$ cat config.mk
export PLATFORM = sky130hd
export DESIGN_NAME = ls_reg_file
export DESIGN_NICKNAME = d
export VERILOG_FILES = /design/src/rtl/ls_reg_file.sv
export SDC_FILE = /design/constraint.sdc
export NUM_CORES = 1
export LEC_CHECK = 0
export ABC_AREA = 1
export BUFFER_PORTS_ARGS = -buffer_cell sky130_fd_sc_hd__buf_2
export CORE_UTILIZATION = 45
export CTS_CLUSTER_DIAMETER = 30
export DETAILED_ROUTE_END_ITERATION = 8
export PLACE_DENSITY = 0.73
export SLEW_MARGIN = 0
export SYNTH_ARGS = -nofsm -noshare
export SYNTH_HDL_FRONTEND = slang
export SYNTH_SLANG_ARGS = --single-unit
$ cat constraint.sdc
create_clock -name clk -period 0.8 [get_ports clk]
set_input_delay 0.04 -clock clk [delete_from_list [all_inputs] [get_ports clk]]
set_output_delay 0.04 -clock clk [all_outputs]
set_load 0.01 [all_outputs]
$ cat src/rtl/ls_reg_file.sv
// Multi-entry load/store register bank: one synchronous write port, two
// combinational read ports, optional write-through bypass and hard-wired zero entry.
module ls_reg_file #(
    parameter int N       = 4,
    parameter int AW      = 2,
    parameter int BYPASS  = 1,
    parameter int R0_ZERO = 0
) (
    input  logic          clk,
    input  logic          clr,
    input  logic          sclr,
    input  logic          we,
    input  logic [AW-1:0] waddr,
    input  logic [N-1:0]  wdata,
    input  logic [AW-1:0] raddr_a,
    output logic [N-1:0]  rdata_a,
    output logic          vld_a,
    input  logic [AW-1:0] raddr_b,
    output logic [N-1:0]  rdata_b,
    output logic          vld_b
);

    localparam int ENTRIES = 2 ** AW;

    logic [N-1:0]       mem [ENTRIES];
    logic [ENTRIES-1:0] wr_flag;
    logic               r0_drop;
    logic               wr_go;
    logic               byp_en;

    // A write to the hard-wired zero entry is dropped entirely.
    assign r0_drop = (R0_ZERO != 0) && (waddr == '0);
    assign wr_go   = we && !sclr && !r0_drop;
    assign byp_en  = (BYPASS != 0) && wr_go && clr;

    // NOTE: the storage array sits on the async reset because a clear must zero
    // every entry immediately, not just the valid flags.
    always_ff @(posedge clk or negedge clr) begin
        if (!clr) begin
            for (int i = 0; i < ENTRIES; i++) begin
                mem[i] <= '0;
            end
            wr_flag <= '0;
        end else if (sclr) begin
            for (int i = 0; i < ENTRIES; i++) begin
                mem[i] <= '0;
            end
            wr_flag <= '0;
        end else if (wr_go) begin
            mem[waddr]     <= wdata;
            wr_flag[waddr] <= 1'b1;
        end
    end

    // Returns {vld, rdata} for one read port; the zero entry overrides bypass.
    function automatic logic [N:0] read_entry(
        input logic [AW-1:0] ra,
        input logic [N-1:0]  stored,
        input logic          flag,
        input logic          bypass,
        input logic [AW-1:0] wa,
        input logic [N-1:0]  wd
    );
        logic [N:0] res;
        res = {flag, stored};
        if (bypass && (ra == wa)) begin
            res = {1'b1, wd};
        end
        if ((R0_ZERO != 0) && (ra == '0)) begin
            res = {1'b1, {N{1'b0}}};
        end
        return res;
    endfunction

    assign {vld_a, rdata_a} = read_entry(raddr_a, mem[raddr_a], wr_flag[raddr_a],
                                         byp_en, waddr, wdata);
    assign {vld_b, rdata_b} = read_entry(raddr_b, mem[raddr_b], wr_flag[raddr_b],
                                         byp_en, waddr, wdata);

endmodule

## Yosys cells after proc, flatten, opt, wreduce, memory -nomap -nowiden

Index checks and enable logic that the tools add are counted.

| storage, ports and cells | value |
|---|---|
| flip-flop bits (word level) | 20 |
| bits of input ports | 14 |
| output and inout bits | 10 |
| logic and storage cells | 48 |

| operators by class | value |
|---|---|
| $lt $le $gt $ge | 8 |
| eq/ne operators | 2 |
| mux-type cells | 21 |
| bitwise logic cells | 4 |
| reduce and logical (&&, ||, !) cells | 8 |

Operators by type and width:

| operator | count |
|---|---|
| $mux W16 | 2 |
| $mux W4 | 7 |
| $bmux W4 S2 | 2 |
| $bwmux W16 | 1 |
| $mux W5 | 2 |
| $ge A3 B3 Y1 const B | 3 |
| $lt A2 B3 Y1 const B | 3 |
| $not A2 Y3 | 3 |
| $demux W4 S2 | 1 |
| $logic_and A1 B1 Y1 | 6 |
| $bmux W1 S2 | 2 |
| $eq A2 B2 Y1 | 2 |
| $or A4 B4 Y4 | 1 |
| $lt A3 B1 Y1 const B | 1 |
| $mux W1 | 3 |
| $demux W1 S2 | 1 |
| $ge A2 B1 Y1 const B | 1 |
| $reduce_bool A2 Y1 | 1 |
| $logic_not A1 Y1 | 1 |

## Logic depth before layout (Yosys ltp)

Gate-level depths: netlist of run 1.

| depth | value |
|---|---|
| depth in word-level cells | 8 |
| gate-level depth with buffers | 7 |
| depth with buffers taken out | 6 |

## Worst setup path after synthesis of run 1

Ideal clock, no wire load.

| path | value |
|---|---|
| kind | register to output |
| start | register mem[10] in the netlist's numbering |
| end | output rdata_a[2] |
| data arrival time | 0.715 ns |
| data required time | 0.760 ns |
| slack | 0.045 ns |
| stages on the path, launching flop included | 7 |
| path buffers | 0 |
| cells stage by stage | dfrtp_1 -> inv_1 -> nand2_1 -> nand3_1 -> nand2_1 -> nand2_1 -> nand2_1 |

| between the ends | value |
|---|---|
| cells in the longest elaborated chain, start to end | 4 |

RTL lines:

| item | line | source |
|---|---|---|
| start: declaration | 25 | `logic [N-1:0] mem [ENTRIES];` |
| start signal: indexed assignment | 50 | `mem[waddr] <= wdata;` |
| $bmux W4 S2 | 75 | `assign {vld_a, rdata_a} = read_entry(raddr_a, mem[raddr_a], wr_flag[raddr_a],` |
| $mux W4 (implied by the code) (2 in a row) | 75 |  |
| $mux W5 | 66 | `if (bypass && (ra == wa)) begin` |
| end: declaration | 16 | `output logic [N-1:0] rdata_a,` |

Every way passes these cells. The select of a mux whose other input is x is not followed.

## Worst setup path in the final report of run 1

| path | value |
|---|---|
| start | register mem[8] in the netlist's numbering |
| end | output rdata_a[0] |

Same word-level chain as after synthesis.

==> reports/metrics.yaml, run 1 <==
antenna_left: 0
fin_crit_ns: 1.26
synth_mux_area_share_pct: 0
seqPwrFrac_pct: 39.4
start_util_pct: 46.8
fin_skew_ns: 0
place_congestion: 0.951
ys_ff_latch: 20
startpoint_type: "register"
num_vias: 1588
worst-path-max-fanout: 3
yosysSeqAreaShare_pct: 35.3
antenna_found_initial: 0
cts_buffer_depth: 2
die_area_sq_um: 3380
io_pins: 24
synth_adder_area_share_pct: 0
grt_pass1_wl_um: 6560
yosys_warnings: 0
violations: "negative setup slack"
synth_area_per_cell_sq_um: 6.59
slew_headroom_pct: 82.2
tightest_slew_ns: 0.266
synthFlopType: "dfrtp_1"
clkLatencyLatePin_ns: 0.30
fp-row-count: 20
fp.dieH_um: 58.1
drc: 0
synth_nets: 229
chipWidth_um: 58.1
place_hpwl_um: 3200
max-cap-violations: 0
synth-simple-area-share_pct: 42.6
clkSinkCount: 20
tns_ns: -4.31
synthDistinctLibCells: 20
required_ns: 0.76
p_int_mw: 1.89
grt_pass1_vias: 1351
drive_gt1_share_pct: 47.0
overflow: 0
grt_util_all_layers_pct: 26.3
routedWlPerCell_um: 13.1
h-tree-depth: 1
worst_slack_ns: -0.464
numCtsBuffers: 3
antennaDiodeCount: 0
setup_viol: 14
rsz0062_at_grt: "true"
maxSlewViolCount: 0
cts-root-buf: "clkbuf_4"
clk_pin_slew_ns: 0.13
combPwrFrac_pct: 29.2
vdd_ir_drop_max_uv: 1360
via_per_inst: 4.86
hold-worst-slack_ns: 0.0244
cts_tree: "yes"
syn2layout_area_growth_pct: 46.4
switchingPower_mw: 0.811
period_share_pct: 158
synth_top_family_by_area: "simple AND/OR/NAND/NOR gates"
cp-end-kind: "output port"
critPathArrivalTime_ns: 1.22
max_freq_mhz: 791
swShare_pct: 30.0
synth_edf_count: 0
ys_async_sr_fraction_pct: 100
firstDrtPassIters: 4
route.final.wire_length_um: 4270
hold_violations: 0
worstHoldPathType: "input port to register"
fin_nets: 298
status: "complete, but fails checks"
p_clk_share_pct: 31.3
crit_type: "register to output port"
synth_xor_area_share_pct: 0
core_area_sq_um: 3030
cellPowerDensity_nw_per_um2: 1300
syn_area_sq_um: 1420
drtIter0Drc: 92
grt_max_degree: 21
synth_cells: 215
p_leak_nw: 1.14
synth_compound_area_share_pct: 10.8
io_buffer_count: 23
through the flow:
stage               cells  total power, mW  utilization [%]  setup WS, ns  area (sq um)
floorplan             215             1.45                -        0.0448          1420
global placement      316             1.78             61.5        -0.113          1860
detailed placement    316             1.79             61.5        -0.113          1860
CTS                   329             2.67             66.5        -0.439          2010
global route          327             2.83             68.6        -0.544          2080
finish                327             2.70             68.6        -0.464          2080
state kept, by name, summed over array words and instances (netlist names):
register / flops
mem: 16
wr_flag: 4
cells by family (layout without fill, tap and decap cells):
family          count (synthesis)  in the layout
flops                          20             20
compound gates                 26             26
simple gates                  133            133
buf+inv                        36            104
synthesized netlist by cell type (3+ instances only):
cell type  instances  area (sq um)
nand2_2            5          31.3
inv_1             23          86.3
nor2_4             3          33.8
buf_6              3          33.8
o21ai_1            3          15.0
nand2_1           88           330
dfrtp_1           20           500
o21ai_0            5          25.0
o22ai_1            8          50.1
a21oi_1            6          30.0
inv_2              7          26.3
nand3_1           31           155
placed cells by master, fill, tap and decap left out:
master         instances
nand3_2                8
o21ai_2                5
dfrtp_1               20
inv_2                 25
nor2_2                 2
nand3_1               25
buf_4                 38
o21ai_0                3
clkbuf_4               3
buf_2                 23
nor2_4                 3
nand2_1               81
a21oi_2                1
a21oi_1                5
dlygate4sd3_1          1
nand2_2               12
buf_6                  5
clkinv_1               1
o21ai_1                2
o22ai_2                4
bufinv_16              1
inv_1                  5
buf_12                 2
o211ai_1               2
nor2_1                 1
o22ai_1                4
nand3_4                1
metal layers:
layer	global-route usage, %	up-vias	share of wire, %
li1	-	819	-
met1	37.5	712	45
met2	43.5	57	49
met3	4.69	0	6.3
met4	2.04	0	0
met5	0	-	0
worst paths after layout:
kind | start | end | slack, ns | cells past startpoint
hold reg to reg | wr_flag[0] | wr_flag[0] | 0.55 | 2
setup / recovery | mem[8] | rdata_a[0] | -0.46 | 7
min in group asynchronous | clr | mem[10] | 0.28 | 3
hold / removal | wdata[1] | mem[5] | 0.02 | 3
setup reg to reg | mem[14] | mem[14] | -0.03 | 4
max in group asynchronous | clr | wr_flag[2] | 0.29 | 3
worst max-delay path, cell delays in order, from the launching register on:
cell,delay (ns)
dfrtp_1,0.40
inv_2,0.08
nand2_1,0.07
nand3_1,0.07
nand2_1,0.05
nand2_1,0.06
nand2_1,0.04
buf_2,0.13
what timing repair did:
item	4_1_cts	5_1_grt
gates resized for setup	25	21
cloned	0	0
hold buffers	1	0
hold endpoints to repair	20	0
setup endpoints to repair	10	18
pin swaps	18	19
buffers inserted	8	2
layout make-up:
| class | count | area (sq um) |
|---|---|---|
| inverters | 31 | 116 |
| flip-flops and latches | 20 | 500 |
| well taps | 44 | 55.1 |
| clock buffers | 3 | 22.5 |
| fillers | 262 | 952 |
| repair buffers | 69 | 507 |
| clock inverters | 1 | 30.0 |
| multi-input cells | 159 | 845 |
power groups by stage:
| stage | clock, mW | sequential (mW) | combinational (mW) |
|---|---|---|---|
| final | 0.847 | 1.07 | 0.790 |
| after global routing | 0.900 | 1.07 | 0.862 |
| after CTS | 0.854 | 1.07 | 0.751 |
| after detailed placement | 0 | 1.08 | 0.706 |
| after global placement | 0 | 1.08 | 0.697 |
| after floorplan | 0 | 1.08 | 0.372 |
Note: power is estimated with default switching activity, not from simulation.
==> run 2: changes to the inputs <==
- CTS_CLUSTER_DIAMETER: 30 -> default
- MAX_ROUTING_LAYER: default -> met4
- SETUP_SLACK_MARGIN: default -> 0.15
==> run 2 against run 1 <==
- the flow still finishes with violations (negative setup slack)
- global-route usage is 4.0 points higher
- hold slack better by 0.012 ns
- power is 5.7% higher
- die area stayed put
- wire length is 16% higher
- combinational power is 21% higher
- count of clock-buffer cells in the layout stayed put
- clock skew stayed put
==> reports/metrics.yaml, run 2 (same netlist as run 1, synthesis figures left out) <==
grt_max_degree: 21  # unchanged
dp_cells: 319  # +0.95%
fp-row-count: 20  # unchanged
hold-worst-slack_ns: 0.0363  # +0.0119 ns
firstDrtPassIters: 4  # unchanged
clkSinkCount: 20  # unchanged
status: "complete, but fails checks"
core_area_sq_um: 3030  # unchanged
numCtsBuffers: 3  # unchanged
setup_viol: 18  # +4
combPwrFrac_pct: 33.4  # +4.2 points
p_leak_nw: 1.21  # +6.7%
fillers: 204  # -22%
routedWlPerCell_um: 14.9  # +14%
worstPathCellList: "inv_2 -> nand2_2 -> nand3_2 -> nand2_1 -> nand2_1 -> nand2_2 -> buf_6"
start_util_pct: 46.8  # unchanged
cp-end-kind: "output port"
antenna_found_initial: 0  # unchanged
hp-start: "wdata[1]"
fin_nets: 306  # +2.7%
reg2reg_setup_slack_ns: -0.12  # -0.09 ns
r2r_cells: 5  # +1
place_congestion: 0.928  # -2.5%
tns_ns: -4.87  # -0.554 ns
chipWidth_um: 58.1  # unchanged
fin_skew_ns: 0  # unchanged
instances_no_fill: 335  # +2.4%
cts_buffer_depth: 2  # unchanged
antenna_left: 0  # unchanged
violations: "negative setup slack"
io_pins: 24  # unchanged
crit_family: "flip-flops"
critPathArrivalTime_ns: 1.24  # +0.02 ns
fin_crit_ns: 1.28  # +0.0182 ns
holdPathEnd: "mem[5]"
tightest_slew_ns: 0.262  # -0.00415 ns
p_clk_share_pct: 29.3  # -2.0 points
switchingPower_mw: 0.874  # +7.8%
cts-root-buf: "clkbuf_4"
crit_type: "register to output port"
via_per_inst: 5.26  # +8.3%
p_int_mw: 1.99  # +4.9%
slowest_stage: "dfrtp_1"
largest-register: "mem"
num_vias: 1762  # +11%
rsz0062_at_grt: "true"
fin_area_sq_um: 2330  # +12%
hold_violations: 0  # unchanged
max_freq_mhz: 780  # -1.4%
layout_common_cells: "64 x nand2_1, 33 x buf_4, 29 x nand2_2"
worst-path-max-fanout: 3  # unchanged
cellPowerDensity_nw_per_um2: 1230  # -5.9%
seq_area_sq_um: 500  # unchanged
place_hpwl_um: 3300  # +3.3%
required_ns: 0.76  # about the same
max-cap-violations: 0  # unchanged
multiInputGateArea_sq_um: 940  # +11%
pre_cts_slack_ns: -0.122  # -0.00958 ns
io_buffer_count: 23  # unchanged
cp_num_buf_inv: 2  # unchanged
worst_slack_ns: -0.483  # -0.0182 ns
drive_gt1_share_pct: 57.7  # +11 points
r2r_end: "mem[5]"
vdd_ir_drop_max_uv: 1210  # -11%
maxSlewViolCount: 0  # unchanged
clkLatencyLatePin_ns: 0.29  # about the same
drtIter0Drc: 100  # +8.7%
grt_util_all_layers_pct: 30.3  # +4.0 points
fp.dieH_um: 58.1  # unchanged
top_regs: "mem: 16 flops, wr_flag: 4 flops"
max_stage_delay_ns: 0.40  # about the same
seqPwrFrac_pct: 37.3  # -2.1 points
startpoint_type: "register"
grt_pass1_wl_um: 7490  # +14%
slew_headroom_pct: 82.5  # +0.23 points
cts_tree: "yes"
clk_pin_slew_ns: 0.13  # about the same
r2r_start: "mem[5]"
place_area_sq_um: 1910  # +2.7%
final_common_cell: "nand2_1"
syn2layout_area_growth_pct: 64.5
die_area_sq_um: 3380  # unchanged
worstHoldPathType: "input port to register"
grt_pass1_vias: 1657  # +23%
h-tree-depth: 1  # unchanged
route.final.wire_length_um: 4980  # +16%
period_share_pct: 160  # +2.3 points
largest_register_ffs: 16  # unchanged
drc: 0  # unchanged
total_power_mw: 2.86  # +5.7%
worstHoldPathCells: 3  # unchanged
antennaDiodeCount: 0  # unchanged
overflow: 0  # unchanged
swShare_pct: 30.6  # +0.57 points
final_util_pct: 77.0  # +8.5 points
==> run 2: cell types whose count changed in the layout (fill, tap and decap cells not counted), sizes merged <==
cell / delta
buf: +8
==> run 2: worst max path at each step <==
stage / start / to / slack [ns] / depth (start not counted)
6_report: mem[5] / rdata_b[1] / -0.48 / 7
5_1_grt: mem[1] / rdata_b[1] / -0.56 / 7
4_1_cts: mem[7] / rdata_a[3] / -0.46 / 7
3_5_place_dp: mem[8] / rdata_b[0] / -0.12 / 7
3_3_place_gp: raddr_a[0] / rdata_a[0] / -0.12 / 8
2_1_floorplan: mem[10] / rdata_a[2] / 0.07 / 6
==> run 2: power by group through the flow <==
| stage | Combinational, mW | Clock (mW) | Sequential, mW |
|---|---|---|---|
| 6_report | 0.955 | 0.837 | 1.07 |
| 5_1_grt | 1.02 | 0.891 | 1.07 |
| 4_1_cts | 0.828 | 0.844 | 1.07 |
| 3_5_place_dp | 0.737 | 0 | 1.08 |
| 3_3_place_gp | 0.726 | 0 | 1.08 |
| 2_1_floorplan | 0.395 | 0 | 1.08 |
==> run 2: routing by layer <==
metal	up-vias	track usage, %	wire [um]
li1	841	-	-
met1	821	38.5	1970
met2	82	49.4	2520
met3	18	5.58	359
met4	0	8.50	129
met5	-	-	0
==> run 2: cell type report <==
type / count / share of cell area, %
Clock buffer: 3 / 0.966
Multi-Input combinational cell: 159 / 40.3
Inverter: 31 / 5.10
Clock inverter: 1 / 1.29
Tap cell: 44 / 2.36
Timing Repair Buffer: 77 / 28.5
Sequential cell: 20 / 21.5
==> run 2: repair_timing <==
| action | CTS | global route |
|---|---|---|
| pin swaps | 19 | 20 |
| endpoints found under the setup margin | 26 | 29 |
| gates cloned | 0 | 0 |
| hold endpoints to repair | 20 | 0 |
| resized for setup | 28 | 47 |
| hold buffers | 1 | 0 |
| setup buffers | 4 | 7 |
==> run 2: worst register-to-register path, delay by kind of cell (launching register included) <==
family / cells / cell delay (ns)
buf+inv: 4 / 0.39
flops: 1 / 0.37
compound gates: 1 / 0.11
